$ cat config.mk
export PLATFORM = sky130hd
export DESIGN_NAME = cell_draw_cmd
export DESIGN_NICKNAME = d
export VERILOG_FILES = /design/src/rtl/cell_draw_cmd.sv
export SDC_FILE = /design/constraint.sdc
export NUM_CORES = 1
export LEC_CHECK = 0
export ABC_AREA = 1
export CAP_MARGIN = 0
export CORE_MARGIN = 4
export CORE_UTILIZATION = 40
export DETAILED_ROUTE_END_ITERATION = 10
export GPL_ROUTABILITY_DRIVEN = 0
export GPL_TIMING_DRIVEN = 1
export SLEW_MARGIN = 20
export SYNTH_ARGS = -nofsm -noshare
export SYNTH_HDL_FRONTEND = slang
export SYNTH_SLANG_ARGS = --single-unit
$ cat constraint.sdc
create_clock -name clk -period 2.6 [get_ports clk]
set_clock_uncertainty 0.15 [all_clocks]
set_input_delay 0.52 -clock clk [delete_from_list [all_inputs] [get_ports clk]]
set_output_delay 0.52 -clock clk [all_outputs]
set_load 0.005 [all_outputs]
$ cat src/rtl/cell_draw_cmd.sv
// Paints one 20x20 map cell on a 320x240 LCD over an 8080-style 8-bit write bus.
// Optional feature macro: DRAW_GRID_EN (grid-coloured right column and bottom row of each cell).
module cell_draw_cmd #(
  parameter int CELL_PX = 20,
  parameter int MAX_ROW = 11
) (
  input  logic       clk,
  input  logic       rst,
  input  logic       diff,
  input  logic [3:0] x,
  input  logic [3:0] y,
  input  logic [2:0] obj_code,
  output logic       cmd_done,
  output logic       busy,
  output logic       lcd_csx,
  output logic       lcd_dcx,
  output logic       lcd_wr_n,
  output logic [7:0] lcd_data,
  output logic [3:0] dbg_state
);

  // Handshake: diff is sampled only while idle; cmd_done pulses once per
  // accepted request (painted or dropped); busy covers accept through cmd_done.
  typedef enum logic [3:0] {
    S_IDLE, S_LOAD, S_CASET_CMD, S_CASET_DAT, S_PASET_CMD,
    S_PASET_DAT, S_RAMWR_CMD, S_PIXEL, S_DONE
  } state_t;

  localparam int CW = (CELL_PX > 1) ? $clog2(CELL_PX) : 1;
  localparam logic [CW-1:0] LAST = CW'(CELL_PX - 1);
  localparam logic [15:0] GRID_COLOUR = 16'h2104;

  state_t         state;
  logic [3:0]     cx, cy;
  logic [15:0]    colour;
  logic [1:0]     idx;
  logic           phase;
  logic           lo;
  logic [CW-1:0]  col, row;

  logic [15:0]    xs, xe, ys, ye;
  logic           adv_wrap;
  logic [CW-1:0]  adv_col, adv_row;
  logic [15:0]    cur_pix, adv_pix, first_pix;

  state_t         nxt_state;
  logic [7:0]     nxt_data;
  logic           nxt_dcx;
  logic [1:0]     nxt_idx;
  logic           nxt_lo;
  logic [CW-1:0]  nxt_col, nxt_row;
  logic           last_byte;

  assign dbg_state = state;

  assign xs = 16'(cx) * 16'(CELL_PX);
  assign xe = xs + 16'(CELL_PX - 1);
  assign ys = 16'(cy) * 16'(CELL_PX);
  assign ye = ys + 16'(CELL_PX - 1);

  assign adv_wrap = (col == LAST);
  assign adv_col  = adv_wrap ? '0 : col + 1'b1;
  assign adv_row  = adv_wrap ? row + 1'b1 : row;

`ifdef DRAW_GRID_EN
  assign cur_pix   = (col == LAST || row == LAST) ? GRID_COLOUR : colour;
  assign adv_pix   = (adv_col == LAST || adv_row == LAST) ? GRID_COLOUR : colour;
  assign first_pix = (LAST == '0) ? GRID_COLOUR : colour;
`else
  assign cur_pix   = colour;
  assign adv_pix   = colour;
  assign first_pix = colour;
`endif

  function automatic logic [15:0] lut(input logic [2:0] code);
    case (code)
      3'd0:    lut = 16'h0000;
      3'd1:    lut = 16'h07E0;
      3'd2:    lut = 16'h03E0;
      3'd3:    lut = 16'hF800;
      3'd4:    lut = 16'hFFFF;
      default: lut = 16'hF81F;
    endcase
  endfunction

  function automatic logic [7:0] win_byte(input logic [15:0] s, input logic [15:0] e,
                                          input logic [1:0] i);
    case (i)
      2'd0:    win_byte = s[15:8];
      2'd1:    win_byte = s[7:0];
      2'd2:    win_byte = e[15:8];
      default: win_byte = e[7:0];
    endcase
  endfunction

  // Next byte to present once the current byte has finished its second phase.
  always_comb begin
    nxt_state = state;
    nxt_data  = lcd_data;
    nxt_dcx   = 1'b1;
    nxt_idx   = idx;
    nxt_lo    = lo;
    nxt_col   = col;
    nxt_row   = row;
    last_byte = 1'b0;
    case (state)
      S_LOAD: begin
        nxt_state = S_CASET_CMD;
        nxt_data  = 8'h2A;
        nxt_dcx   = 1'b0;
      end
      S_CASET_CMD: begin
        nxt_state = S_CASET_DAT;
        nxt_idx   = 2'd0;
        nxt_data  = win_byte(xs, xe, 2'd0);
      end
      S_CASET_DAT: begin
        if (idx == 2'd3) begin
          nxt_state = S_PASET_CMD;
          nxt_data  = 8'h2B;
          nxt_dcx   = 1'b0;
        end else begin
          nxt_idx  = idx + 2'd1;
          nxt_data = win_byte(xs, xe, idx + 2'd1);
        end
      end
      S_PASET_CMD: begin
        nxt_state = S_PASET_DAT;
        nxt_idx   = 2'd0;
        nxt_data  = win_byte(ys, ye, 2'd0);
      end
      S_PASET_DAT: begin
        if (idx == 2'd3) begin
          nxt_state = S_RAMWR_CMD;
          nxt_data  = 8'h2C;
          nxt_dcx   = 1'b0;
        end else begin
          nxt_idx  = idx + 2'd1;
          nxt_data = win_byte(ys, ye, idx + 2'd1);
        end
      end
      S_RAMWR_CMD: begin
        nxt_state = S_PIXEL;
        nxt_lo    = 1'b0;
        nxt_col   = '0;
        nxt_row   = '0;
        nxt_data  = first_pix[15:8];
      end
      S_PIXEL: begin
        if (!lo) begin
          nxt_lo   = 1'b1;
          nxt_data = cur_pix[7:0];
        end else if (col == LAST && row == LAST) begin
          last_byte = 1'b1;
        end else begin
          nxt_lo   = 1'b0;
          nxt_col  = adv_col;
          nxt_row  = adv_row;
          nxt_data = adv_pix[15:8];
        end
      end
      default: ;
    endcase
  end

  always_ff @(posedge clk or posedge rst) begin
    if (rst) begin
      state    <= S_IDLE;
      cx       <= '0;
      cy       <= '0;
      colour   <= '0;
      idx      <= '0;
      phase    <= 1'b0;
      lo       <= 1'b0;
      col      <= '0;
      row      <= '0;
      cmd_done <= 1'b0;
      busy     <= 1'b0;
      lcd_csx  <= 1'b1;
      lcd_dcx  <= 1'b1;
      lcd_wr_n <= 1'b1;
      lcd_data <= 8'h00;
    end else begin
      cmd_done <= 1'b0;
      case (state)
        S_IDLE: begin
          if (diff) begin
            cx     <= x;
            cy     <= y;
            colour <= lut(obj_code);
            state  <= S_LOAD;
          end
        end
        S_LOAD: begin
          busy <= 1'b1;
          if (cy > 4'(MAX_ROW)) begin
            cmd_done <= 1'b1;
            state    <= S_DONE;
          end else begin
            lcd_csx  <= 1'b0;
            lcd_wr_n <= 1'b0;
            lcd_dcx  <= nxt_dcx;
            lcd_data <= nxt_data;
            phase    <= 1'b1;
            state    <= nxt_state;
          end
        end
        S_DONE: begin
          busy  <= 1'b0;
          state <= S_IDLE;
        end
        default: begin
          if (phase) begin
            lcd_wr_n <= 1'b1;
            phase    <= 1'b0;
          end else if (last_byte) begin
            lcd_csx  <= 1'b1;
            cmd_done <= 1'b1;
            state    <= S_DONE;
          end else begin
            lcd_wr_n <= 1'b0;
            lcd_dcx  <= nxt_dcx;
            lcd_data <= nxt_data;
            idx      <= nxt_idx;
            lo       <= nxt_lo;
            col      <= nxt_col;
            row      <= nxt_row;
            phase    <= 1'b1;
            state    <= nxt_state;
          end
        end
      endcase
    end
  end

endmodule

* Word-level counts from Yosys, hierarchy flattened *
Cells that the tools add are included.

storage, ports and cells
  register bits = 55
  logic and storage cells = 133
  bits of input ports = 14

operators by class
  add/subtract/negate cells = 5
  reduce and logical (&&, ||, !) cells = 22
  bitwise operators = 4
  multiply operators = 2
  equal/unequal tests = 27
  $lt $le $gt $ge = 1
  muxes and demuxes = 57

operators by type and width
  kind                    count
  $pmux W16 S5            1
  $mux W8                 7
  $pmux W8 S7             1
  $pmux W8 S3             2
  $mux W5                 6
  $mux W4                 6
  $pmux W4 S6             1
  $add A9 B5 Y10 const B  2
  $pmux W5 S2             2
  $mux W1                 19
  $eq A4 B3 Y1 const B    4
  $pmux W1 S2             8
  $pmux W8 S2             1
  $mul A4 B3 Y7 const B   2
  $ne A2 B2 Y1 const B    6
  $pmux W4 S3             1
  $reduce_and A4 Y1       3
  $add A5 B1 Y5 const B   2
  $eq A5 B5 Y1 const B    2
  $eq A4 B2 Y1 const B    2
  $reduce_bool A2 Y1      4
  $reduce_and A7 Y1       1
  $eq A3 B2 Y1 const B    2
  $reduce_and A2 Y1       3
  other kinds (23)        30

* Logic depth before layout (Yosys ltp) *
  depth in word-level cells = 8
  mapped depth = 14

* Worst setup path after synthesis *
No wires, ideal clock.

  path kind = reg-to-reg
  start = reg cx[3]
  end = reg lcd_data[7]
  arrival = 1.979 ns
  library setup time = 0.116 ns
  period minus slack after synthesis = 2.245 ns
  path slack = 0.355 ns
  stages on the path, launching flop included = 13
  cells stage by stage = dfrtp_1 > ha_1 > ha_1 > fa_1 > nand3_1 > nor2_1 > nor2_1 > nand2_1 > o21ai_1 > nand2_1 > nand2_1 > nand2_1 > nand2_1

on the way
  word-level cells in the longest chain between the ends = 8
  elaborated cells between the ends (all ways) = 9
  those cells by class = add/sub (1); mul (1); mux (7)

ends and longest elaborated chain
  what                    RTL line  RTL
  start, declared         34        logic [3:0] cx, cy;
  start signal, assigned  169       cx <= '0;
  start signal, assigned  188       cx <= x;
  $mul A4 B3 Y7 (*)       56        assign xs = 16'(cx) * 16'(CELL_PX);
  $add A9 B5 Y10          57        assign xe = xs + 16'(CELL_PX - 1);
  $pmux W8 S3 (*)         88        case (i)
  $mux W8 (*)             118       if (idx == 2'd3) begin
  $pmux W8 S7 (*)         106       case (state)
  $mux W8                 216       end else if (last_byte) begin
  $mux W8                 213       if (phase) begin
  $pmux W8 S2 (*)         185       case (state)
  end signal, assigned    203       lcd_data <= nxt_data;
  end signal, assigned    223       lcd_data <= nxt_data;
  end, declared           18        output logic [7:0] lcd_data,

Every way passes the cells marked *; elsewhere a longest branch is shown, timed or not. The select of a mux whose other input is x is not followed.
A chain may end at the register's enable or synchronous reset.

* Worst setup path in the final report *
Same ends and word-level chain as after synthesis.

==> reports/results.txt <==
Count of endpoints failing hold in the final timing report: 0. The sort of element at the start of the critical path is a flip-flop. Of all flip-flops after synthesis, the portion carrying an async set or reset was 100%. Setup repair after global routing left no endpoint under its margin. In the global route stage, met1 resource usage came out at 23.2%. The flow ran to the end, and the final reports show no timing, DRC or antenna violations. The clock latency of the later-clocked register in the worst-skew pair was 0.30 ns; the area growth from synthesis to layout was 16.6%.

In this run the core area contains 31 standard-cell rows. In this run the worst setup path begins at cx[3]$_DFFE_PP0P_. The via density per instance works out to 5.03. In this design, the critical path's most frequently occurring cell is sky130_fd_sc_hd__nand2_1. The final critical path time including I/O delays and setup works out to 2.45 ns. Buffers inserted during clock tree synthesis total 5.

The clock share of power was 43.5%. For this run, the detailed router's first-pass iteration total came to 4. The worst register-to-register path has a depth of 12. sky130_fd_sc_hd__dfrtp_1 takes more of the synthesized area than any other cell.

In the post-synthesis netlist, the biggest area contributors are sky130_fd_sc_hd__dfrtp_1, sky130_fd_sc_hd__nand2_1, sky130_fd_sc_hd__ha_1. Net switching is 22.0% of the power. The post-detailed-routing wire length was 7370 um. The met2 routing resource usage after global routing is 28.8%, and the final routed wire length divided by cell count is 13.2 um. In this run the cell area of the synthesized design comes to 3100 sq um. The H-tree generated during clock tree synthesis spans 2 levels. Per report_power, the sequential group accounts for 53.5% of the total.

The floorplan step set the die width to 96.0 um. For the data required time at the worst endpoint, the log shows 2.65 ns. Along the worst path, the maximum fanout reaches 6. Max-cap violations in this run came to 0.

Number of antenna violations at the first check in global routing: 0. The global routing stage identified its most utilized layer as met2. Global routing used 17.5% of the available tracks across all layers. TritonCTS built the clock tree.

The share of total power dissipated in combinational logic is 2.9%. For the number of design rule violations left after detail routing, the log shows 0. The post-detailed-placement half-perimeter wirelength was 5770 um; the residual overflow from global routing was 0.

Cells with a size suffix above 1 make up 12.8% of the layout. Clock-pin slew was measured on the worst setup and hold paths at 0.10 ns. The post-synthesis average cell area is 7.29 sq um, and the total power per unit cell area is 346 nW/um^2. The detailed router finished its first iteration with 201 violations. The run gives 2694 as the via count of the first global-routing pass. Global routing consumed, on the met3 layer, 2.89% of the routing resources.

Synthesis handed over a netlist of 425 instances. The slew of the pin with the lowest slew margin was 0.546 ns. In this run the static leakage power is 1.81 nW. Final sum of negative setup slack: 0 ns. The capture point of the critical path is lcd_data[7]$_DFFE_PP0P_. The tree built by TritonCTS fans out to 43 sinks. The number of buffers inserted by hold repair at cts is 0. The count of input and output buffers was 30.

The worst setup path is of the flip-flop to flip-flop kind. The run gives 44 as the maximum number of pins on one net before global-route repair. The delay contributed by the slowest stage of the critical path came out at 0.55 ns.

IR analysis of the VDD net gives a maximum drop of 0.000224 V. The worst pin sits at a relative slew slack of 63.6%. The area share of the leading cell type in the synthesized netlist works out to 32.3%. The number of enable flip-flop cells after synthesis was 0. Sequential elements use 34.8% of the synthesized area. The floorplan step defined a core boundary enclosing 7410 sq um.

The synthesized netlist contains 38 unique library cells. The I/O pin total was 31. The die covers 9220 sq um.

The clock root buffer is sky130_fd_sc_hd__clkbuf_8. The number of nets in the synthesized netlist is 457. Counting flops and latches in the post-synthesis netlist gives 43.

The startpoint identified for the worst register-to-register timing path is cx[3]$_DFFE_PP0P_. Once routing completed, OpenROAD measured the worst setup slack at 0.153 ns. The die is 96.0 um tall.

The initial utilization of the core area, before any placement, comes to 41.8%. The number of max-slew violations in the final report came out at 0. The endpoint of the lowest-slack register-to-register path was lcd_data[7]$_DFFE_PP0P_. The internal power of the cells totals 0.000974 W. Most common flop cell mapped by yosys: sky130_fd_sc_hd__dfrtp_1. The slowest stage of the critical path belongs to the cell sky130_fd_sc_hd__fa_1. The synthesis warning total is 0, and the maximum buffer depth of the clock tree is 2. Reported net switching power: 0.000275 W.

For this run, the post-layout net count is 492. The class of the tightest hold or removal check was flip-flop to flip-flop. The number of antenna diodes in the final layout is 0. The slack of the worst reg-to-reg path is 0.15 ns, and the buffer count from post-CTS setup fixing is 0. Once detail routing completed, the nets flagged for antenna violations numbered 0. The worst setup path is captured at a flip-flop.

The signal on the critical path passes through ha_1, ha_1, fa_1, nand3_1, nor2_1, nor2_1, nand2_1, o21ai_1, nand2_1, nand2_1, nand2_1, nand2_1. STA puts the critical path data arrival time at 2.50 ns. Setup violations remaining at the end of the flow were counted as 0. The tools report the via total after detailed routing as 2815. The post-placement setup slack is 0.176 ns. The post-route fraction of the period consumed by the critical path is 94.1%, and the global-route wire length before repair is 12700 um.

The post-cts resize count was 0; the highest attainable clock frequency was 409 MHz.
[cells by family after synthesis]
logic type / count (synthesis) / synth area share (%)
buffers and inverters: 65 / 9.00
adders and majority gates: 18 / 7.75
and+or+nand+nor: 234 / 34.8
AOI/OAI and AO/OA: 60 / 12.2
xor gates and xnor gates: 5 / 1.41
DFF: 43 / 34.8
[cell usage in the layout (no fill, tap or decap), types with 2 or more instances in the layout]
master	count
sky130_fd_sc_hd__clkbuf_8	5
sky130_fd_sc_hd__nand2_1	138
sky130_fd_sc_hd__nand2_2	9
sky130_fd_sc_hd__nand4_1	11
sky130_fd_sc_hd__a22o_1	2
sky130_fd_sc_hd__fa_1	2
sky130_fd_sc_hd__inv_2	9
sky130_fd_sc_hd__nor2_4	7
sky130_fd_sc_hd__ha_1	16
sky130_fd_sc_hd__o21ai_2	6
sky130_fd_sc_hd__nor3_1	2
sky130_fd_sc_hd__inv_1	48
sky130_fd_sc_hd__o21ai_0	25
sky130_fd_sc_hd__xnor2_1	2
sky130_fd_sc_hd__dfrtp_1	39
sky130_fd_sc_hd__buf_4	4
sky130_fd_sc_hd__nand2_4	2
sky130_fd_sc_hd__clkinv_4	2
sky130_fd_sc_hd__a21oi_1	9
sky130_fd_sc_hd__xor2_1	3
sky130_fd_sc_hd__clkdlybuf4s50_1	30
sky130_fd_sc_hd__a22oi_1	2
sky130_fd_sc_hd__dfstp_2	3
sky130_fd_sc_hd__nor2_1	35
sky130_fd_sc_hd__o211ai_1	5
sky130_fd_sc_hd__nor2_2	2
sky130_fd_sc_hd__o31ai_1	3
sky130_fd_sc_hd__o21ai_1	4
sky130_fd_sc_hd__nand3_1	23
[through the flow]
step / power, W / util, % / hold WS, ns / instances / area, sq um
after detailed placement: 0.000720 / 47.3 / 0.312 / 552 / 3500
after CTS: 0.00127 / 48.8 / 0.325 / 560 / 3610
after global routing: 0.00129 / 48.8 / 0.344 / 560 / 3610
after global placement: 0.000719 / 47.3 / 0.300 / 552 / 3500
after floorplan: 0.000693 / - / 0.301 / 425 / 3100
final: 0.00125 / 48.8 / 0.318 / 560 / 3610
[cells in the mapped netlist, types with 2 or more instances]
library cell	n
sky130_fd_sc_hd__nor3_1	2
sky130_fd_sc_hd__o31ai_1	3
sky130_fd_sc_hd__a22o_1	2
sky130_fd_sc_hd__inv_1	49
sky130_fd_sc_hd__nor2_2	2
sky130_fd_sc_hd__o211ai_1	5
sky130_fd_sc_hd__nand2_2	9
sky130_fd_sc_hd__a22oi_1	2
sky130_fd_sc_hd__fa_1	2
sky130_fd_sc_hd__buf_6	2
sky130_fd_sc_hd__o21ai_1	4
sky130_fd_sc_hd__nand2_4	2
sky130_fd_sc_hd__nand2_1	138
sky130_fd_sc_hd__xor2_1	3
sky130_fd_sc_hd__o21ai_2	6
sky130_fd_sc_hd__dfrtp_1	40
sky130_fd_sc_hd__nor2_1	35
sky130_fd_sc_hd__buf_2	3
sky130_fd_sc_hd__nand3_1	23
sky130_fd_sc_hd__a21oi_1	9
sky130_fd_sc_hd__inv_2	9
sky130_fd_sc_hd__dfstp_2	3
sky130_fd_sc_hd__nor2_4	7
sky130_fd_sc_hd__nand4_1	11
sky130_fd_sc_hd__ha_1	16
sky130_fd_sc_hd__o21ai_0	25
sky130_fd_sc_hd__xnor2_1	2
[flip-flops by register name (all words and copies together) (netlist names)]
| name | cells |
|---|---|
| idx | 2 |
| lcd_dcx | 1 |
| row | 5 |
| lcd_csx | 1 |
| dbg_state | 4 |
| lo | 1 |
| cmd_done | 1 |
| lcd_wr_n | 1 |
| cy | 4 |
| adv_pix | 4 |
| lcd_data | 8 |
| col | 5 |
| busy | 1 |
| phase | 1 |
| cx | 4 |
[power groups by stage]
stage	logic (W)	clock network, W	registers, W
6_report	0.0000368	0.000544	0.000668
5_1_grt	0.0000421	0.000584	0.000669
4_1_cts	0.0000387	0.000564	0.000668
3_5_place_dp	0.0000388	0	0.000681
3_3_place_gp	0.0000380	0	0.000681
2_1_floorplan	0.0000116	0	0.000682
[layer usage]
layer | vias to the layer above | part of all wire (%) | wire length, um
li1 | 1434 | - | -
met4 | 0 | 1.8 | 133
met5 | - | 0 | 0
met3 | 12 | 4.4 | 322
met1 | 1299 | 47 | 3460
met2 | 70 | 47 | 3450
[critical path: cells and delay by family, from the launching register on]
kind,cells,cell delay (ns)
fa+ha+maj,3,1.08
simple gates,8,0.61
flops,1,0.46
compound gates,1,0.05
[how the worst min path moves through the flow]
stage / cells after the start / start / end
6_report: 2 / lcd_wr_n$_DFFE_PP1P_ / lcd_wr_n$_DFFE_PP1P_
5_1_grt: 2 / lcd_wr_n$_DFFE_PP1P_ / lcd_wr_n$_DFFE_PP1P_
4_1_cts: 2 / lcd_wr_n$_DFFE_PP1P_ / lcd_wr_n$_DFFE_PP1P_
3_5_place_dp: 2 / lcd_wr_n$_DFFE_PP1P_ / lcd_wr_n$_DFFE_PP1P_
3_3_place_gp: 2 / lcd_wr_n$_DFFE_PP1P_ / lcd_wr_n$_DFFE_PP1P_
2_1_floorplan: 2 / lcd_wr_n$_DFFE_PP1P_ / lcd_wr_n$_DFFE_PP1P_
[layout make-up]
cell class                 instances  area [sq um]
fill                             755          3790
multi-input combinational        317          1740
sequential                        43          1080
timing repair buffer              34           330
inverter                          59           226
tap                               99           124
clock buffer                       5          68.8
clock inverter                     3          43.8
(Power assumes the default switching activity.)
